<file path="config.mk">
export PLATFORM = sky130hd
export DESIGN_NAME = zilla_irq_responder_flat
export DESIGN_NICKNAME = d
export VERILOG_FILES = /design/src/rtl/zilla_irq_responder_if.sv /design/src/rtl/zilla_irq_responder.sv /design/src/flat_wrapper.sv
export SDC_FILE = /design/constraint.sdc
export NUM_CORES = 1
export LEC_CHECK = 0
export ABC_AREA = 0
export BUFFER_PORTS_ARGS = -buffer_cell sky130_fd_sc_hd__buf_2
export CORE_UTILIZATION = 60
export CTS_BUF_LIST = sky130_fd_sc_hd__clkbuf_4
export CTS_CLUSTER_SIZE = 20
export DETAILED_ROUTE_END_ITERATION = 7
export PLACE_DENSITY = 0.79
export REMOVE_ABC_BUFFERS = 1
export SLEW_MARGIN = 20
export SYNTH_ARGS = -nofsm -noshare
export SYNTH_HDL_FRONTEND = slang
export SYNTH_SLANG_ARGS = --single-unit
</file>
<file path="constraint.sdc">
create_clock -name zic_clk -period 2.8 [get_ports zic_clk]
set_input_delay 0.56 -clock zic_clk [delete_from_list [all_inputs] [get_ports zic_clk]]
set_output_delay 0.56 -clock zic_clk [all_outputs]
set_load 0.01 [all_outputs]
</file>
<file path="src/rtl/zilla_irq_responder_if.sv">
// ZIC-facing and core-facing signal bundle for zilla_irq_responder.
// slave = responder side, master = ZIC/core side.
interface zilla_irq_responder_if #(
    parameter int ID_W = 8,
    parameter int LP_W = 8
);
    logic            interrupt_request_i;
    logic [LP_W-1:0] highest_pending_lvl_pr_i;
    logic [ID_W-1:0] zic_ack_int_id_i;
    logic            zic_ack_read_valid_en_o;
    logic            zic_eoi_valid_o;
    logic [ID_W-1:0] zic_eoi_id_o;
    logic [LP_W-1:0] active_lvl_pr_o;
    logic            irq_global_en_i;
    logic            debug_mode_valid_i;
    logic            trap_req_o;
    logic [ID_W-1:0] trap_id_o;
    logic            trap_ack_i;
    logic            irq_ret_i;
    logic [3:0]      nest_depth_o;
    logic            ret_err_o;

    modport slave (
        input  interrupt_request_i, highest_pending_lvl_pr_i, zic_ack_int_id_i,
        input  irq_global_en_i, debug_mode_valid_i, trap_ack_i, irq_ret_i,
        output zic_ack_read_valid_en_o, zic_eoi_valid_o, zic_eoi_id_o, active_lvl_pr_o,
        output trap_req_o, trap_id_o, nest_depth_o, ret_err_o
    );

    modport master (
        output interrupt_request_i, highest_pending_lvl_pr_i, zic_ack_int_id_i,
        output irq_global_en_i, debug_mode_valid_i, trap_ack_i, irq_ret_i,
        input  zic_ack_read_valid_en_o, zic_eoi_valid_o, zic_eoi_id_o, active_lvl_pr_o,
        input  trap_req_o, trap_id_o, nest_depth_o, ret_err_o
    );
endinterface

</file>
<file path="src/rtl/zilla_irq_responder.sv">
// Core-side ZIC interrupt responder: claim, trap hand-off, active stack and EOI.
// Define ZILLA_IRQ_NEST_EN to allow nesting up to NEST_DEPTH; otherwise depth is 1.
module zilla_irq_responder #(
    parameter int NEST_DEPTH = 4,
    parameter int ID_W       = 8,
    parameter int LP_W       = 8
) (
    input  logic                 zic_clk,
    input  logic                 zic_rst,
    zilla_irq_responder_if.slave bus
);

    localparam int IDX_W = (NEST_DEPTH > 1) ? $clog2(NEST_DEPTH) : 1;
`ifdef ZILLA_IRQ_NEST_EN
    localparam logic [3:0] EFF_DEPTH = 4'(NEST_DEPTH);
`else
    localparam logic [3:0] EFF_DEPTH = 4'd1;
`endif

    typedef enum logic [1:0] {
        S_IDLE = 2'd0,
        S_ACK  = 2'd1,
        S_CAPT = 2'd2,
        S_TRAP = 2'd3
    } state_e;

    state_e          state_q, state_d;
    logic [LP_W-1:0] lp_q, lp_d;
    logic            ret_pend_q, ret_pend_d;
    logic [ID_W-1:0] id_q;
    logic            ack_q;
    logic            eoi_valid_q;
    logic [ID_W-1:0] eoi_id_q;
    logic [LP_W-1:0] active_q;
    logic            trap_req_q;
    logic [3:0]      depth_q;
    logic            ret_err_q;
    logic [ID_W-1:0] id_stk_q [NEST_DEPTH];
    logic [LP_W-1:0] lp_stk_q [NEST_DEPTH];

    logic             full_s, empty_s, accept_s;
    logic             push_s, pop_s, err_s, trap_clr_s;
    logic [IDX_W-1:0] push_idx_s, top_idx_s, below_idx_s;

    assign full_s      = (depth_q == EFF_DEPTH);
    assign empty_s     = (depth_q == 4'd0);
    assign push_idx_s  = depth_q[IDX_W-1:0];
    assign top_idx_s   = push_idx_s - IDX_W'(1);
    assign below_idx_s = push_idx_s - IDX_W'(2);
    assign accept_s    = bus.interrupt_request_i & bus.irq_global_en_i & ~bus.debug_mode_valid_i
                       & ~full_s & (bus.highest_pending_lvl_pr_i > active_q);

    // Next-state and stack-operation decode; a return outside IDLE is parked one-deep.
    always_comb begin
        state_d    = state_q;
        lp_d       = lp_q;
        ret_pend_d = ret_pend_q;
        push_s     = 1'b0;
        pop_s      = 1'b0;
        err_s      = 1'b0;
        trap_clr_s = 1'b0;
        case (state_q)
            S_IDLE: begin
                if (bus.irq_ret_i || ret_pend_q) begin
                    ret_pend_d = ret_pend_q & bus.irq_ret_i;
                    if (empty_s) begin
                        err_s = 1'b1;
                    end else begin
                        pop_s = 1'b1;
                    end
                end else if (accept_s) begin
                    state_d = S_ACK;
                    lp_d    = bus.highest_pending_lvl_pr_i;
                end else begin
                    state_d = S_IDLE;
                end
            end
            S_ACK: begin
                ret_pend_d = ret_pend_q | bus.irq_ret_i;
                state_d    = S_CAPT;
            end
            S_CAPT: begin
                ret_pend_d = ret_pend_q | bus.irq_ret_i;
                push_s     = 1'b1;
                state_d    = S_TRAP;
            end
            S_TRAP: begin
                ret_pend_d = ret_pend_q | bus.irq_ret_i;
                if (bus.trap_ack_i) begin
                    trap_clr_s = 1'b1;
                    state_d    = S_IDLE;
                end else begin
                    state_d = S_TRAP;
                end
            end
            default: begin
                state_d = S_IDLE;
            end
        endcase
    end

    // FSM state, latched claim priority and parked return.
    always_ff @(posedge zic_clk or negedge zic_rst) begin
        if (!zic_rst) begin
            state_q    <= S_IDLE;
            lp_q       <= {LP_W{1'b0}};
            ret_pend_q <= 1'b0;
        end else begin
            state_q    <= state_d;
            lp_q       <= lp_d;
            ret_pend_q <= ret_pend_d;
        end
    end

    // Active stack, registered ZIC/core outputs and the sticky return error.
    always_ff @(posedge zic_clk or negedge zic_rst) begin
        if (!zic_rst) begin
            ack_q       <= 1'b0;
            eoi_valid_q <= 1'b0;
            eoi_id_q    <= {ID_W{1'b0}};
            active_q    <= {LP_W{1'b0}};
            trap_req_q  <= 1'b0;
            id_q        <= {ID_W{1'b0}};
            depth_q     <= 4'd0;
            ret_err_q   <= 1'b0;
            for (int i = 0; i < NEST_DEPTH; i++) begin
                id_stk_q[i] <= {ID_W{1'b0}};
                lp_stk_q[i] <= {LP_W{1'b0}};
            end
        end else begin
            ack_q       <= (state_d == S_ACK);
            eoi_valid_q <= pop_s;
            eoi_id_q    <= pop_s ? id_stk_q[top_idx_s] : {ID_W{1'b0}};
            if (push_s) begin
                id_stk_q[push_idx_s] <= bus.zic_ack_int_id_i;
                lp_stk_q[push_idx_s] <= lp_q;
                depth_q              <= depth_q + 4'd1;
                active_q             <= lp_q;
            end else if (pop_s) begin
                depth_q  <= depth_q - 4'd1;
                active_q <= (depth_q > 4'd1) ? lp_stk_q[below_idx_s] : {LP_W{1'b0}};
            end
            if (push_s) begin
                trap_req_q <= 1'b1;
                id_q       <= bus.zic_ack_int_id_i;
            end else if (trap_clr_s) begin
                trap_req_q <= 1'b0;
            end
            if (err_s) begin
                ret_err_q <= 1'b1;
            end
        end
    end

    assign bus.zic_ack_read_valid_en_o = ack_q;
    assign bus.zic_eoi_valid_o         = eoi_valid_q;
    assign bus.zic_eoi_id_o            = eoi_id_q;
    assign bus.active_lvl_pr_o         = active_q;
    assign bus.trap_req_o              = trap_req_q;
    assign bus.trap_id_o               = id_q;
    assign bus.nest_depth_o            = depth_q;
    assign bus.ret_err_o               = ret_err_q;

endmodule

</file>
<file path="src/flat_wrapper.sv">
// flat-port wrapper written by rule: the top's interface ports become plain ports
module zilla_irq_responder_flat 
#(
    parameter int NEST_DEPTH = 4,
    parameter int ID_W       = 8,
    parameter int LP_W       = 8
)
  (zic_clk, zic_rst, bus_interrupt_request_i, bus_highest_pending_lvl_pr_i, bus_zic_ack_int_id_i, bus_irq_global_en_i, bus_debug_mode_valid_i, bus_trap_ack_i, bus_irq_ret_i, bus_zic_ack_read_valid_en_o, bus_zic_eoi_valid_o, bus_zic_eoi_id_o, bus_active_lvl_pr_o, bus_trap_req_o, bus_trap_id_o, bus_nest_depth_o, bus_ret_err_o);
  zilla_irq_responder_if #(.ID_W(ID_W), .LP_W(LP_W)) bus_i ();
  input  logic zic_clk;
  input  logic zic_rst;
  input wire logic [$bits(bus_i.interrupt_request_i)-1:0] bus_interrupt_request_i;
  input wire logic [$bits(bus_i.highest_pending_lvl_pr_i)-1:0] bus_highest_pending_lvl_pr_i;
  input wire logic [$bits(bus_i.zic_ack_int_id_i)-1:0] bus_zic_ack_int_id_i;
  input wire logic [$bits(bus_i.irq_global_en_i)-1:0] bus_irq_global_en_i;
  input wire logic [$bits(bus_i.debug_mode_valid_i)-1:0] bus_debug_mode_valid_i;
  input wire logic [$bits(bus_i.trap_ack_i)-1:0] bus_trap_ack_i;
  input wire logic [$bits(bus_i.irq_ret_i)-1:0] bus_irq_ret_i;
  output wire logic [$bits(bus_i.zic_ack_read_valid_en_o)-1:0] bus_zic_ack_read_valid_en_o;
  output wire logic [$bits(bus_i.zic_eoi_valid_o)-1:0] bus_zic_eoi_valid_o;
  output wire logic [$bits(bus_i.zic_eoi_id_o)-1:0] bus_zic_eoi_id_o;
  output wire logic [$bits(bus_i.active_lvl_pr_o)-1:0] bus_active_lvl_pr_o;
  output wire logic [$bits(bus_i.trap_req_o)-1:0] bus_trap_req_o;
  output wire logic [$bits(bus_i.trap_id_o)-1:0] bus_trap_id_o;
  output wire logic [$bits(bus_i.nest_depth_o)-1:0] bus_nest_depth_o;
  output wire logic [$bits(bus_i.ret_err_o)-1:0] bus_ret_err_o;
  assign bus_i.interrupt_request_i = bus_interrupt_request_i;
  assign bus_i.highest_pending_lvl_pr_i = bus_highest_pending_lvl_pr_i;
  assign bus_i.zic_ack_int_id_i = bus_zic_ack_int_id_i;
  assign bus_i.irq_global_en_i = bus_irq_global_en_i;
  assign bus_i.debug_mode_valid_i = bus_debug_mode_valid_i;
  assign bus_i.trap_ack_i = bus_trap_ack_i;
  assign bus_i.irq_ret_i = bus_irq_ret_i;
  assign bus_zic_ack_read_valid_en_o = bus_i.zic_ack_read_valid_en_o;
  assign bus_zic_eoi_valid_o = bus_i.zic_eoi_valid_o;
  assign bus_zic_eoi_id_o = bus_i.zic_eoi_id_o;
  assign bus_active_lvl_pr_o = bus_i.active_lvl_pr_o;
  assign bus_trap_req_o = bus_i.trap_req_o;
  assign bus_trap_id_o = bus_i.trap_id_o;
  assign bus_nest_depth_o = bus_i.nest_depth_o;
  assign bus_ret_err_o = bus_i.ret_err_o;
  zilla_irq_responder #(.NEST_DEPTH(NEST_DEPTH), .ID_W(ID_W), .LP_W(LP_W)) u_core (.zic_clk(zic_clk), .zic_rst(zic_rst), .bus(bus_i));
endmodule
</file>
==> results of run 1 <==
-- cell type report --
cell class	instances	area, um2	area share (%)
sequential	107	2680	51.6
clock inverter	6	32.5	0.627
multi-input combinational	199	1900	36.6
inverter	12	45.0	0.869
clock buffer	10	75.1	1.45
tap	99	124	2.39
timing repair buffer	62	333	6.42
-- cell usage after synthesis --
cell / number
buf_4: 6
and2_4: 1
nand2_1: 37
o21ai_0: 3
nor2_1: 5
dfrtp_1: 107
mux4_2: 16
nor2_2: 1
nand2b_1: 1
nand4_1: 3
or4_1: 1
nand2_2: 3
nand2b_4: 1
inv_1: 11
inv_2: 1
xnor2_1: 2
a21oi_1: 5
o21bai_1: 1
o211ai_1: 3
o21ai_4: 1
nor3_1: 7
nand3b_1: 1
mux2_2: 72
nor4_4: 1
and3_1: 2
a21boi_1: 1
xor2_1: 1
and2_1: 8
nor2b_1: 1
and2b_1: 1
buf_2: 3
ha_1: 12
clkbuf_1: 4
a221o_1: 8
-- stage by stage --
step	instances	util, %
5_1_grt	495	70.0
2_1_floorplan	318	-
3_3_place_gp	479	68.6
6_report	495	70.0
3_5_place_dp	479	68.6
4_1_cts	495	70.0
-- power by group --
group          switching [mW]  internal, mW
clock network           0.484         0.184
registers               0.290          2.07
logic                    1.02          1.06
total                    1.80          3.32
-- registers in the layout, summed over array words and instances (netlist names), 2 cells and up --
signal / flops
u_core.state_q: 2
u_core.lp_stk_q: 32
u_core.id_stk_q: 32
u_core.bus.active_lvl_pr_o: 8
u_core.lp_q: 8
u_core.bus.trap_id_o: 8
u_core.bus.nest_depth_o: 4
u_core.bus.zic_eoi_id_o: 8
-- worst min-delay path by stage --
| stage | end | start |
|---|---|---|
| 2_1_floorplan | u_core.bus.active_lvl_pr_o[0] | zic_rst |
| 3_3_place_gp | u_core.bus.trap_id_o[0] | u_core.bus.trap_id_o[0] |
| 3_5_place_dp | u_core.bus.trap_id_o[6] | u_core.bus.trap_id_o[6] |
| 4_1_cts | u_core.bus.trap_id_o[3] | zic_rst |
| 5_1_grt | u_core.bus.trap_id_o[3] | zic_rst |
| 6_report | u_core.bus.trap_id_o[3] | zic_rst |
-- metal layers --
layer | vias to the layer above | global-route usage (%)
met1 | 1460 | 31.6
met4 | 0 | 11.4
met2 | 67 | 39.1
met5 | - | 0
li1 | 1303 | -
met3 | 14 | 3.20
-- critical path: stages (launching register included) --
cell and delay, ns:
dfrtp_1 0.55, buf_4 0.37, buf_2 0.20
-- logic make-up after synthesis --
family / after synthesis
AOI/OAI and AO/OA: 22
xor gates and xnor gates: 3
adders and majority gates: 12
buffers and inverters: 25
DFF: 107
muxes: 88
and+or+nand+nor: 74
==> flow_summary_export.csv, run 1 <==
group,metric,value,unit
clock_network,clock_latency,0.45,ns
clock_network,cts_sinks,107,
placement,port_buffers,54,
routing,wirelength,8850,um
routing,drt_iter0_markers,105,
timing,clock_skew,0.0173,ns
routing,vias_per_cell,5.75,
routing,dr_wl_met2,4550,um
setup_path,rrSetupSlack,0.78,ns
finish,area_delta_synth_final,10.4,%
clock_network,numCtsBuffers,9,
logic_synthesis,synth-simple-area-share,8.04,%
setup_path,rr_worst_depth,7,
floorplanning,die_w,90.5,um
clock_network,cts-root-buf,"clkbuf_4",
placement,hpwl,6010,um
setup_path,r2r-start,"u_core.bus.active_lvl_pr_o[1]",
finish,final_cell_mix,"dfrtp_1 (107), mux2_2 (72), buf_2 (53)",
timing,post-route-period-util,76.1,%
routing,top_layer,"met4",
timing,worst_pin_slew,0.637,ns
routing,post-route-drc-count,0,
routing,ant_nets,0,
clock_network,htreeDepth,3,
timing,final.min_clock_period,2.13,ns
flow_run,cap_violations,0,
timing,setup_tns,0,ns
logic_synthesis,avgSynthCellArea,14.2,um2
logic_synthesis,synthAdderAreaFrac,3.20,%
timing,drv_slew,0,
routing,drt_first_pass_iters,4,
logic_synthesis,synth.area.top_cells,"dfrtp_1 (57%), mux2_2 (17%), mux4_2 (7.7%)",
logic_synthesis,synth_top_family_by_area,"multiplexers",
placement,place_ws,0.530,ns
logic_synthesis,synth-seq-cells,107,
timing,relSlewSlack,57.6,%
finish,drive_gt1_share,43.7,%
setup_path,cp-start-kind,"register",
clock_network,cts.clk_slew.worst_paths,0.15,ns
power_and_ir_drop,p_per_area,986,mW/mm2
floorplanning,fp.dieH,90.5,um
timing,timing_hold_violations_final,0,
logic_synthesis,yosysTopAreaCellShare,57.0,%
global_route,grtUsageTotal,23.8,%
clock_network,clk_path_buf_depth,2,
global_route,antenna_found_initial,0,
timing,rsz0062_at_grt,"no",
setup_path,r2r-end,"u_core.lp_q[6]",
logic_synthesis,syn_area,0.00470,mm2
setup_path,crit_fanout,15,
placement,post_dp_cell_area,0.00508,mm2
power_and_ir_drop,p_leak,2.56,nW
logic_synthesis,yosysSeqAreaShare,57.0,%
timing,final-setup-viol-count,0,
setup_path,startpoint,"u_core.bus.nest_depth_o[0]",
finish,design_area,0.00519,mm2
floorplanning,start_util,63.4,%
global_route,grt_pass1_vias,2997,
floorplanning,boundaryPins,55,
setup_path,setup.worst_path.end,"bus_nest_depth_o[0]",
finish,diodes,0,
global_route,grt_overflow,0,
logic_synthesis,synth_area_leader_cell,"dfrtp_1",
global_route,grt_pass1_wl,14900,um
clock_network,post_cts_buffers,0,
clock_network,cts_hold_repair.buffers,0,
logic_synthesis,postSynthCellCount,331,
power_and_ir_drop,peakVddDrop,0.410,mV
hold_path,hold_path_class,"in2async",
routing,wl_met3,348,um
timing,fin_ws,0.668,ns
global_route,grt_max_degree,49,
power_and_ir_drop,power,5.12,mW
logic_synthesis,yosysWarnings,0,
setup_path,critPathKind,"reg2out",
logic_synthesis,synth_xor_area_share,0.559,%
floorplanning,fp.coreArea,0.00741,mm2
finish,nNetsFinal,426,
clock_network,cts_resized,0,
logic_synthesis,synth_compound_area_share,3.70,%
logic_synthesis,synth_cell_types,34,
floorplanning,num_rows,31,
finish,layout_commonest_cell,"dfrtp_1",
clock_network,cts_tree,"done",
floorplanning,die_area,0.00819,mm2
placement,globalplace.congestion,0.830,
routing,route.layer.met1.wl,3810,um
timing,whs,0.0835,ns
setup_path,arrival,1.57,ns
finish,n_fill_cell,514,
run_status,outcome,"complete, no violations",
routing,wl_per_cell,17.9,um
setup_path,required,2.24,ns
logic_synthesis,muxShareOfSynthArea,24.9,%
setup_path,worstSetupEndpointType,"primary output",
routing,vias,2844,
timing,fmax,469,MHz
Power figures use the tool's default switching activity.
==> inputs of run 2 (changes only) <==
==> constraint.sdc (replaced) <==
create_clock -name zic_clk -period 2.05 [get_ports zic_clk]
set_input_delay 0.41 -clock zic_clk [delete_from_list [all_inputs] [get_ports zic_clk]]
set_output_delay 0.41 -clock zic_clk [all_outputs]
set_load 0.01 [all_outputs]
==> flow_summary_export.csv, run 2 (same netlist as run 1, synthesis figures left out) <==
group,metric,value,unit
global_route,grt_pass1_vias,2920,
finish,final_cell_mix,"dfrtp_1 (107), mux2_2 (72), buf_2 (53)",
global_route,antenna_found_initial,0,
clock_network,numCtsBuffers,9,
finish,fin_util,71.3,%
clock_network,clock_latency,0.44,ns
timing,final-setup-viol-count,0,
finish,design_area,0.00529,mm2
floorplanning,fp.dieH,90.5,um
timing,relSlewSlack,66.5,%
finish,nNetsFinal,433,
finish,diodes,0,
routing,drt_iter0_markers,118,
placement,port_buffers,54,
global_route,grt_overflow,0,
floorplanning,die_area,0.00819,mm2
routing,wl_per_cell,17.7,um
setup_path,arrival,2.28,ns
clock_network,clk_path_buf_depth,2,
power_and_ir_drop,p_leak,2.61,nW
timing,drv_slew,0,
floorplanning,num_rows,31,
timing,worst_pin_slew,0.501,ns
routing,ant_nets,0,
timing,timing_hold_violations_final,0,
placement,globalplace.congestion,0.892,
floorplanning,start_util,63.4,%
global_route,grtUsageTotal,24.1,%
flow_run,cap_violations,0,
clock_network,cts.clk_slew.worst_paths,0.14,ns
placement,hpwl,6070,um
routing,vias_per_cell,5.71,
clock_network,cts_sinks,107,
timing,post-route-period-util,94.9,%
run_status,outcome,"complete, no violations",
setup_path,critPathKind,"reg2reg",
timing,fmax,514,MHz
setup_path,worstSetupEndpointType,"register",
floorplanning,die_w,90.5,um
finish,layout_commonest_cell,"dfrtp_1",
setup_path,required,2.39,ns
power_and_ir_drop,power,7.17,mW
floorplanning,fp.coreArea,0.00741,mm2
power_and_ir_drop,peakVddDrop,0.672,mV
routing,vias,2860,
clock_network,cts_tree,"done",
timing,final.min_clock_period,1.95,ns
routing,drt_first_pass_iters,4,
setup_path,cp-start-kind,"register",
finish,area_delta_synth_final,12.5,%
finish,reg.largest.list,"u_core.id_stk_q: 32 flops, u_core.lp_stk_q: 32 flops",
setup_path,crit_fanout,4,
finish,drive_gt1_share,45.0,%
floorplanning,boundaryPins,55,
hold_path,hold_path_class,"in2reg",
clock_network,htreeDepth,3,
placement,post_dp_cell_area,0.00513,mm2
timing,whs,0.207,ns
global_route,grt_pass1_wl,15000,um
global_route,grt_max_degree,39,
routing,post-route-drc-count,0,
power_and_ir_drop,p_per_area,1360,mW/mm2
routing,wirelength,8860,um
clock_network,cts-root-buf,"clkbuf_4",
timing,clock_skew,0.0118,ns
-- run 2: area by class of cell --
class	count	area, um2
Fill cell	501	2120
Tap cell	99	124
Multi-Input combinational cell	199	1900
Clock buffer	13	97.6
Timing Repair Buffer	69	400
Sequential cell	107	2680
Inverter	12	45.0
Clock inverter	2	37.5
-- run 2: metrics by stage --
stage	setup TNS (ns)	setup slack, ns	instances
3_3_place_gp	0	0.0958	484
3_5_place_dp	0	0.00825	484
2_1_floorplan	-8.85	-0.262	318
5_1_grt	-0.00145	-0.00145	501
6_report	0	0.105	501
4_1_cts	0	0.0980	500
-- run 2: layer usage --
layer / GRT usage, % / part of all wire, % / up-vias
met1: 33.7 / 46 / 1472
met2: 38.3 / 49 / 63
met5: 0 / 0 / -
met3: 2.78 / 3.2 / 12
met4: 10.8 / 1.9 / 0
li1: - / - / 1313
-- run 2: worst paths after layout --
check                                              start                         end  slack (ns)  depth (start not counted)
max                        u_core.bus.active_lvl_pr_o[1]              u_core.lp_q[0]        0.10                          8
min                              bus_zic_ack_int_id_i[1]     u_core.bus.trap_id_o[1]        0.21                          3
max reg2reg                u_core.bus.active_lvl_pr_o[1]              u_core.lp_q[0]        0.10                          8
min reg2reg                        u_core.bus.trap_req_o       u_core.bus.trap_req_o        0.48                          2
max in group asynchronous                        zic_rst              u_core.lp_q[0]        0.92                          3
min in group asynchronous                        zic_rst  u_core.bus.zic_eoi_id_o[1]        0.43                          2
-- run 2: critical path, cell delays in order, from the launching register on --
cell and delay (ns):
dfrtp_1 0.37, inv_1 0.06, ha_1 0.29, nor2b_1 0.13
o211ai_1 0.23, a21oi_2 0.10, o21ai_4 0.17, buf_4 0.16
mux2_2 0.32
-- run 2: where the power goes --
group	leakage (nW)	switching, mW	internal (mW)
sequential	1.38	0.379	2.83
combinational	1.16	1.44	1.48
clock	0.0741	0.616	0.423
-- run 2: what timing repair did --
action	4_1_cts	5_1_grt
hold endpoints to repair	31	0
gates resized for setup	0	1
endpoints found under the setup margin	0	7
hold buffers	1	0
setup buffers	0	1
==> inputs of run 3 (changes only) <==
--- a/config.mk
+++ b/config.mk
@@ -7,11 +7,12 @@
 export LEC_CHECK = 0
 export ABC_AREA = 0
 export BUFFER_PORTS_ARGS = -buffer_cell sky130_fd_sc_hd__buf_2
-export CORE_UTILIZATION = 60
-export CTS_BUF_LIST = sky130_fd_sc_hd__clkbuf_4
+export CORE_MARGIN = 2
+export CORE_UTILIZATION = 58
+export CTS_CLUSTER_DIAMETER = 50
 export CTS_CLUSTER_SIZE = 20
 export DETAILED_ROUTE_END_ITERATION = 7
-export PLACE_DENSITY = 0.79
+export PLACE_DENSITY = 0.76
 export REMOVE_ABC_BUFFERS = 1
 export SLEW_MARGIN = 20
 export SYNTH_ARGS = -nofsm -noshare
==> flow_summary_export.csv, run 3 (same netlist as run 1, synthesis figures left out) <==
group,metric,value,unit
run_status,outcome,"complete, no violations",
setup_path,cp_slowest_stage_delay,0.35,ns
setup_path,crit_fanout,6,
placement,port_buffers,54,
clock_network,cts_hold_repair.buffers,0,
timing,drv_slew,0,
finish,n_fill_cell,561,
placement,globalplace.congestion,0.817,
placement,post_dp_cell_area,0.00515,mm2
placement,hpwl,6310,um
hold_path,hold_path_class,"in2async",
clock_network,cts_tree,"done",
routing,wl_per_cell,18.3,um
setup_path,required,2.30,ns
clock_network,cts_resized,0,
global_route,grt_pass1_vias,3062,
routing,wirelength,9240,um
power_and_ir_drop,p_leak,2.63,nW
global_route,grtUsageTotal,23.5,%
setup_path,r2r-end,"u_core.lp_q[4]",
placement,dp.cells,488,
setup_path,worstSetupEndpointType,"register",
timing,worst_pin_slew,0.521,ns
timing,final.min_clock_period,1.91,ns
power_and_ir_drop,p_per_area,1400,mW/mm2
setup_path,setup.worst_path.end,"u_core.lp_q[4]",
routing,drt_iter0_markers,72,
timing,rsz0062_at_grt,"no",
finish,final_cell_mix,"dfrtp_1 (107), mux2_2 (72), buf_2 (53)",
setup_path,critPathKind,"reg2reg",
floorplanning,num_rows,32,
global_route,antenna_found_initial,0,
setup_path,r2r-start,"u_core.bus.active_lvl_pr_o[1]",
power_and_ir_drop,switching_power,2.53,mW
timing,timing_hold_violations_final,0,
finish,final_cells,504,
finish,area_delta_synth_final,13.9,%
floorplanning,die_area,0.00883,mm2
power_and_ir_drop,power,7.47,mW
power_and_ir_drop,seqPwrFrac,43.2,%
setup_path,arrival,2.16,ns
global_route,grt_overflow,0,
power_and_ir_drop,peakVddDrop,0.700,mV
clock_network,numCtsBuffers,9,
global_route,grt_max_degree,38,
routing,ant_nets,0,
clock_network,cts_sinks,107,
routing,post-route-drc-count,0,
finish,design_area,0.00535,mm2
power_and_ir_drop,intPower,4.94,mW
setup_path,slowest_stage,"dfrtp_1",
finish,diodes,0,
power_and_ir_drop,clock_power_share,17.2,%
routing,vias,2856,
setup_path,rr_worst_depth,8,
timing,relSlewSlack,65.1,%
power_and_ir_drop,swShare,33.9,%
timing,post-route-period-util,93.1,%
timing,setup_tns,0,ns
clock_network,post_cts_buffers,0,
global_route,grt_pass1_wl,15600,um
finish,fin_util,68.8,%
routing,vias_per_cell,5.67,
setup_path,rrSetupSlack,0.14,ns
flow_run,cap_violations,0,
floorplanning,start_util,60.5,%
finish,reg.largest.list,"u_core.id_stk_q: 32 flops, u_core.lp_stk_q: 32 flops",
routing,drt_first_pass_iters,4,
timing,fmax,524,MHz
setup_path,crit_chain,"inv_1 > ha_1 > nor2b_1 > o211ai_1 > a21oi_1 > o21ai_4 > buf_4 > mux2_2",
finish,drive_gt1_share,44.5,%
finish,nNetsFinal,432,
setup_path,cp-start-kind,"register",
clock_network,clk_path_buf_depth,2,
power_and_ir_drop,comb_power_share,39.6,%
floorplanning,fp.coreArea,0.00777,mm2
clock_network,clock_latency,0.37,ns
floorplanning,fp.dieH,94.0,um
finish,layout_commonest_cell,"dfrtp_1",
timing,final-setup-viol-count,0,
clock_network,htreeDepth,3,
floorplanning,die_w,94.0,um
setup_path,startpoint,"u_core.bus.active_lvl_pr_o[1]",
timing,clock_skew,0.0114,ns
clock_network,cts-root-buf,"clkbuf_8",
floorplanning,boundaryPins,55,
clock_network,cts.clk_slew.worst_paths,0.10,ns
[run 3: per-layer routing]
layer	wire [um]	GRT usage, %	share of wire, %
met5	0	0	0
met4	214	11.5	2.3
met3	297	2.81	3.2
met2	4660	37.9	50
met1	4060	32.0	44
[run 3: final cells by class]
type / instances / area, um2 / share of cell area (%)
clock buffer: 12 / 145 / 2.71
clock inverter: 4 / 50.0 / 0.936
inverter: 12 / 45.0 / 0.842
multi-input combinational: 199 / 1900 / 35.5
sequential: 107 / 2680 / 50.1
tap: 102 / 128 / 2.39
timing repair buffer: 68 / 403 / 7.53
[run 3: worst min-delay path by stage]
stage | from | endpoint | slack (ns) | cells after the start
floorplan | zic_rst | u_core.bus.active_lvl_pr_o[0] | 0.11 | 0
global placement | zic_rst | u_core.id_stk_q[7] | 0.41 | 1
detailed placement | zic_rst | u_core.id_stk_q[7] | 0.42 | 1
CTS | zic_rst | u_core.id_stk_q[7] | 0.01 | 1
global route | zic_rst | u_core.id_stk_q[7] | 0.03 | 1
finish | zic_rst | u_core.bus.trap_id_o[7] | 0.01 | 1
[run 3: worst max-delay path, delay by kind of cell, from the launching register on]
family | cells | cell delay, ns
multiplexers | 1 | 0.34
AND/OR/NAND/NOR | 1 | 0.13
adder cells (fa/ha/maj) | 1 | 0.30
buffers and inverters | 2 | 0.23
flip-flops | 1 | 0.35
AO/OA/AOI/OAI | 3 | 0.46
[run 3: power by group through the flow]
| stage | clock (mW) | sequential (mW) | combinational, mW |
|---|---|---|---|
| floorplan | 0 | 3.39 | 1.81 |
| finish | 1.28 | 3.23 | 2.96 |
| global placement | 0 | 3.22 | 2.91 |
| CTS | 1.31 | 3.23 | 3.00 |
| global route | 1.41 | 3.33 | 3.22 |
| detailed placement | 0 | 3.27 | 2.99 |
[run 3: through the flow]
| stage | setup slack (ns) | hold slack, ns |
|---|---|---|
| 2_1_floorplan | -0.262 | 0.114 |
| 3_3_place_gp | 0.0913 | 0.405 |
| 3_5_place_dp | 0.0338 | 0.418 |
| 4_1_cts | 0.134 | 0.0137 |
| 5_1_grt | 0.0468 | 0.0285 |
| 6_report | 0.141 | 0.00957 |
